[config.mk]
export PLATFORM = sky130hd
export DESIGN_NAME = led_display_scan_controller
export DESIGN_NICKNAME = d
export VERILOG_FILES = /design/src/rtl/led_display_scan_controller.sv
export SDC_FILE = /design/constraint.sdc
export NUM_CORES = 1
export LEC_CHECK = 0
export BUFFER_PORTS_ARGS = -buffer_cell sky130_fd_sc_hd__clkbuf_2
export CELL_PAD_IN_SITES_DETAIL_PLACEMENT = 0
export CELL_PAD_IN_SITES_GLOBAL_PLACEMENT = 1
export CORE_AREA = 2 2 166 168
export CTS_CLUSTER_DIAMETER = 80
export CTS_CLUSTER_SIZE = 40
export DETAILED_ROUTE_END_ITERATION = 10
export DIE_AREA = 0 0 168 170
export PLACE_DENSITY = 0.8
export SYNTH_ARGS = -nofsm -noshare
export SYNTH_HDL_FRONTEND = slang
export SYNTH_SLANG_ARGS = --single-unit
[constraint.sdc]
create_clock -name clk_in -period 6.61 [get_ports clk_in]
set_input_delay 0 -clock clk_in [delete_from_list [all_inputs] [get_ports clk_in]]
set_output_delay 0 -clock clk_in [all_outputs]
set_load 0.01 [all_outputs]
[src/rtl/led_display_scan_controller.sv]
// rtl/led_display_scan_controller.sv - BCM scan sequencer between frame buffer, LED phy and panel OE
// Each row/plane pass: fetch, push to phy, wait for latch, then show for a binary-weighted time.
module led_display_scan_controller #(
  parameter int BIT_DEPTH      = 8,
  parameter int BASE_ON_CYCLES = 4,
  parameter int NUM_ROWS       = 16,
  parameter int NUM_COLS       = 32
) (
  input  logic                  clk_in,
  input  logic                  n_reset_in,
  input  logic                  enable_in,
  output logic                  fb_req_out,
  output logic [3:0]            fb_row_out,
  output logic [2:0]            fb_plane_out,
  input  logic                  fb_valid_in,
  input  logic [6*NUM_COLS-1:0] fb_data_in,
  output logic                  row_valid_out,
  output logic [6*NUM_COLS-1:0] row_out,
  output logic [3:0]            row_address_out,
  input  logic                  row_ready_in,
  input  logic                  latch_in,
  output logic                  oe_n_out,
  output logic                  frame_done_out,
  output logic [15:0]           frame_count_out
);

  localparam int ROW_W = 6 * NUM_COLS;
  localparam int CNT_W = $clog2(BASE_ON_CYCLES << (BIT_DEPTH - 1)) + 1;
  localparam logic [2:0]       LAST_PLANE = 3'(BIT_DEPTH - 1);
  localparam logic [3:0]       LAST_ROW   = 4'(NUM_ROWS - 1);
  localparam logic [CNT_W-1:0] BASE_CNT   = CNT_W'(BASE_ON_CYCLES);

  typedef enum logic [2:0] {
    S_IDLE,
    S_FETCH,
    S_WAIT_DATA,
    S_LOAD,
    S_SHIFT,
    S_SHOW,
    S_NEXT
  } state_t;

  state_t            state_q, state_d;
  logic [3:0]        row_idx_q, row_idx_d;
  logic [2:0]        plane_q, plane_d;
  logic [CNT_W-1:0]  cnt_q, cnt_d;
  logic              fb_req_q, fb_req_d;
  logic [3:0]        fb_row_q, fb_row_d;
  logic [2:0]        fb_plane_q, fb_plane_d;
  logic              row_valid_q, row_valid_d;
  logic [ROW_W-1:0]  row_data_q, row_data_d;
  logic [3:0]        row_address_q, row_address_d;
  logic              oe_n_q, oe_n_d;
  logic              frame_done_q, frame_done_d;
  logic [15:0]       frame_count_q, frame_count_d;

  always_comb begin
    state_d       = state_q;
    row_idx_d     = row_idx_q;
    plane_d       = plane_q;
    cnt_d         = cnt_q;
    fb_req_d      = 1'b0;
    fb_row_d      = fb_row_q;
    fb_plane_d    = fb_plane_q;
    row_valid_d   = 1'b0;
    row_data_d    = row_data_q;
    row_address_d = row_address_q;
    oe_n_d        = 1'b1;
    frame_done_d  = 1'b0;
    frame_count_d = frame_count_q;

    case (state_q)
      S_IDLE: begin
        if (enable_in) begin
          row_idx_d = 4'd0;
          plane_d   = 3'd0;
          state_d   = S_FETCH;
        end
      end
      S_FETCH: begin
        fb_req_d   = 1'b1;
        fb_row_d   = row_idx_q;
        fb_plane_d = plane_q;
        state_d    = S_WAIT_DATA;
      end
      S_WAIT_DATA: begin
        if (fb_valid_in) begin
          row_data_d = fb_data_in;
          state_d    = S_LOAD;
        end
      end
      S_LOAD: begin
        if (row_ready_in) begin
          row_valid_d   = 1'b1;
          row_address_d = row_idx_q;
          state_d       = S_SHIFT;
        end
      end
      S_SHIFT: begin
        // The counter holds remaining SHOW cycles minus one, so OE lasts exactly BASE << plane.
        if (latch_in) begin
          cnt_d   = (BASE_CNT << plane_q) - CNT_W'(1);
          oe_n_d  = 1'b0;
          state_d = S_SHOW;
        end
      end
      S_SHOW: begin
        if (cnt_q == '0) begin
          state_d = S_NEXT;
        end else begin
          cnt_d  = cnt_q - CNT_W'(1);
          oe_n_d = 1'b0;
        end
      end
      S_NEXT: begin
        state_d = S_FETCH;
        if (plane_q == LAST_PLANE) begin
          plane_d = 3'd0;
          if (row_idx_q == LAST_ROW) begin
            row_idx_d     = 4'd0;
            frame_done_d  = 1'b1;
            frame_count_d = frame_count_q + 16'd1;
            if (!enable_in) state_d = S_IDLE;
          end else begin
            row_idx_d = row_idx_q + 4'd1;
          end
        end else begin
          plane_d = plane_q + 3'd1;
        end
      end
      default: state_d = S_IDLE;
    endcase
  end

  always_ff @(posedge clk_in or negedge n_reset_in) begin
    if (!n_reset_in) begin
      state_q       <= S_IDLE;
      row_idx_q     <= 4'd0;
      plane_q       <= 3'd0;
      cnt_q         <= '0;
      fb_req_q      <= 1'b0;
      fb_row_q      <= 4'd0;
      fb_plane_q    <= 3'd0;
      row_valid_q   <= 1'b0;
      row_data_q    <= '0;
      row_address_q <= 4'd0;
      oe_n_q        <= 1'b1;
      frame_done_q  <= 1'b0;
      frame_count_q <= 16'd0;
    end else begin
      state_q       <= state_d;
      row_idx_q     <= row_idx_d;
      plane_q       <= plane_d;
      cnt_q         <= cnt_d;
      fb_req_q      <= fb_req_d;
      fb_row_q      <= fb_row_d;
      fb_plane_q    <= fb_plane_d;
      row_valid_q   <= row_valid_d;
      row_data_q    <= row_data_d;
      row_address_q <= row_address_d;
      oe_n_q        <= oe_n_d;
      frame_done_q  <= frame_done_d;
      frame_count_q <= frame_count_d;
    end
  end

  assign fb_req_out      = fb_req_q;
  assign fb_row_out      = fb_row_q;
  assign fb_plane_out    = fb_plane_q;
  assign row_valid_out   = row_valid_q;
  assign row_out         = row_data_q;
  assign row_address_out = row_address_q;
  assign oe_n_out        = oe_n_q;
  assign frame_done_out  = frame_done_q;
  assign frame_count_out = frame_count_q;

endmodule

==> out/metrics.csv <==
stage,metric,value,unit
critical_path,WP buf/inv,0,
clocking,H-Tree Level Count,1,
logic_synthesis,most frequent cell after synthesis,dfrtp_1,
detailed_routing,vias,7889,
min_path,Worst Min Path Start,latch_in,
timing,period utilization,42.6,%
critical_path,crit-path max FO,20,
critical_path,Setup crit end kind,register,
detailed_routing,initial DRC count,558,
finish,synthesis-to-finish area growth,48.5,%
critical_path,critical path startpoint category,register,
global_routing,initial antenna violation count,0,
timing,max_slew headroom,22.3,%
logic_synthesis,ys flop type,dfrtp_1,
logic_synthesis,post-synth cell types,59,
global_routing,first-pass GRT wire length,45300,µm
detailed_routing,drt wl/cell,18.0,µm
clocking,CTS tree,yes,
placed_design,Final Wtd Congestion,0.795,
placed_design,IO buf count,420,
floorplanning,die height,170,µm
placed_design,Placement Cell Area,12300,µm²
logic_synthesis,post-synth top area share,61.1,%
timing,final setup vio count,0,
clocking,root buf cell,clkbuf_16,
floorplanning,FP Rows,60,
logic_synthesis,Post-synth EDFFs,0,
critical_path,worst r2r src,state_q[0],
status,status,finished clean,
critical_path,Top delay family on crit path,simple AND/OR/NAND/NOR gates,
detailed_routing,Detail Route Antenna Nets,0,
finish,Final #Nets,1493,
floorplanning,die area,28600,µm²
timing,RSZ-0062 raised after global routing,no,
timing,max-slew violation count,0,
floorplanning,Initial Util,37.2,%
critical_path,Crit path arrival time,3.18,ns
clocking,clock sink total,243,
clocking,total CTS buffers,13,
logic_synthesis,number of synthesized register bits,243,
timing,Fmax,355,MHz
run,number of max-cap violations,0,
logic_synthesis,Post-Syn Area per Cell,14.4,µm²
global_routing,GRT Util Overall,19.8,%
clocking,clock tree buffer depth,3,
logic_synthesis,Mapped Nets,895,
clocking,"Clk Latency, worst-skew pair",0.50,ns
critical_path,CP Data Required Time,6.98,ns
logic_synthesis,post-synthesis sequential area ratio,61.4,%
clocking,Resized Gates After CTS,0,
logic_synthesis,"Cell Area, Synth",9910,µm²
critical_path,FF-to-FF End,cnt_q[8],
timing,final hold vios,0,
power_and_ir_drop,PD cells,414,nW/µm²
timing,Slew @ Worst Pin,1.16,ns
min_path,Hold WC Path Type,in2reg,
critical_path,CP Cell Sequence,and3b_1 > nand2_1 > ha_1 > or4b_4 > o211a_1 > nor4_1 > a22oi_1,
logic_synthesis,Syn. warnings,0,
clocking,postcts setup bufs,0,
critical_path,FF-to-FF setup slack,3.79,ns
critical_path,Register-to-Register Path Depth,7,
finish,share of layout cells above drive strength 1,50.6,%
timing,Tmin final,2.82,ns
logic_synthesis,Synth top cells by count,"dfrtp_1 (242), mux2_2 (200), nand2_1 (28)",
critical_path,Crit-path slowest cell,dfrtp_1,
detailed_routing,routed vias/inst,4.83,
min_path,Hold EP,cnt_q[8],
global_routing,largest net degree at the start of global routing,188,
critical_path,critical path's largest stage delay,0.59,ns
placed_design,dpl hpwl,19400,µm
floorplanning,top-level I/O count,421,
logic_synthesis,synth top area cells,"dfrtp_1 (61%), mux2_2 (23%), buf_2 (1.3%), ha_1 (1.1%), nand2_1 (1.1%)",
logic_synthesis,Async SR Flop Fraction,100,%
clocking,clock slew at reported path FFs,0.11,ns
finish,final instance area,14700,µm²
global_routing,gr ovfl total,0,
detailed_routing,final WL,29400,µm
detailed_routing,DRC,0,
floorplanning,core footprint,26700,µm²
logic_synthesis,Post-Syn Instances,688,
placed_design,cell total after placement,1416,
power_and_ir_drop,VDD IR max,0.251,mV
min_path,Hold Path Stages,5,
floorplanning,DIE WIDTH,168,µm
power_and_ir_drop,Leakage,7.11,nW
global_routing,vias in the first global route,8163,
critical_path,critical path class,reg2reg,
timing,worst-case clock skew,0.0140,ns
finish,"non-filler cells, final",1634,
timing,post-route setup TNS,0,ns
detailed_routing,First-pass DRT Iterations,4,
logic_synthesis,post-synth top area cell,dfrtp_1,
[flip-flops by register name, indices dropped and copies added, names as in the netlist, 4 cells and up]
signal	flops
cnt_q	10
fb_row_out	4
frame_count_out	16
row_address_out	4
row_idx_q	4
row_out	192
[routing by layer]
layer	GRT usage, %	vias up	part of all wire (%)
li1	-	3647	-
met1	24.3	3903	40
met2	34.9	285	50
met3	4.14	54	6.3
met4	6.92	0	3.5
met5	0	-	0
[cells in the final DEF (no fill, tap or decap), drive strengths merged, types with 2 or more instances in the layout]
cell         synthesis  routed
o21ai               12      12
or2                  3       3
a211oi               3       3
dfrtp              242     242
clkbuf               7     433
mux2               200     200
or3                  4       4
dlygate4sd3          0     196
and2                 2       2
nand2b               5       5
nand4                5       5
and3b                3       3
nand2               28      28
a22oi                2       2
nor3                11      11
nor2b                2       2
xor2                10      10
a311oi               2       2
a221oi               2       2
clkinv               0       3
nor4b                2       2
nor3b                2       2
nand3               12      12
and3                 4       4
xnor2                8       8
a22o                 5       5
nor4                 3       3
inv                 13      17
a31oi                2       2
buf                 28       3
mux2i                3       3
nand3b               2       2
nor2                16      16
o211ai               3       3
and4                 4       4
o31ai                4       4
ha                   9       9
a32o                 3       3
a21oi                6       6
[cells by family (layout without fill, tap and decap cells)]
| kind of cell | count (synthesis) | count (layout) | share of synthesized area [%] |
|---|---|---|---|
| buf+inv | 48 | 652 | 2.32 |
| xor+xnor | 18 | 18 | 1.59 |
| other cells | 0 | 1 | 0 |
| mux | 203 | 203 | 23.0 |
| simple gates | 115 | 115 | 6.65 |
| fa+ha+maj | 9 | 9 | 1.14 |
| flops | 243 | 243 | 61.4 |
| compound gates | 52 | 52 | 3.90 |
[report_power, final]
part | total (W) | internal, W | switching (W)
Clock | 0.000947 | 0.000401 | 0.000546
Sequential | 0.00256 | 0.00215 | 0.000409
Combinational | 0.00259 | 0.00132 | 0.00127
Total | 0.00610 | 0.00388 | 0.00222
[worst max path at each step]
stage                          start  endpoint  slack, ns  depth (start not counted)
after global placement    state_q[0]  cnt_q[8]       3.87                          7
after floorplan           state_q[0]  cnt_q[8]       4.14                         11
after detailed placement  state_q[0]  cnt_q[8]       3.83                          7
after CTS                 state_q[0]  cnt_q[8]       3.81                          7
after global routing      state_q[0]  cnt_q[8]       3.59                          7
final                     state_q[0]  cnt_q[8]       3.79                          7
[cell type report]
| type | count | area, µm² |
|---|---|---|
| clock inverter | 7 | 113 |
| tap | 341 | 427 |
| inverter | 13 | 48.8 |
| fill | 2146 | 11900 |
| multi-input combinational | 397 | 3600 |
| sequential | 243 | 6080 |
| clock buffer | 14 | 329 |
| antenna | 1 | 2.50 |
| timing repair buffer | 618 | 4110 |
[through the flow]
step	worst slack [ns]	total power [W]	utilization, %	hold slack (ns)
3_5_place_dp	3.83	0.00505	46.2	0.107
5_1_grt	3.59	0.00646	55.2	0.0691
6_report	3.79	0.00610	55.2	0.0672
4_1_cts	3.81	0.00610	55.2	0.0120
3_3_place_gp	3.87	0.00498	46.2	0.0950
2_1_floorplan	4.14	0.00400	-	-0.296
[worst reg2reg max path: cells and delay by family, from the launching register on]
kind	cells	cell delay (ns)
AOI/OAI and AO/OA	2	0.34
adders and majority gates	1	0.33
DFF	1	0.59
and+or+nand+nor	4	1.44
[what timing repair did]
action / CTS / global route
endpoints found under the hold margin: 298 / 0
hold buffers: 196 / 0
endpoints found under the setup margin: 0 / 0
(Power assumes the default switching activity.)
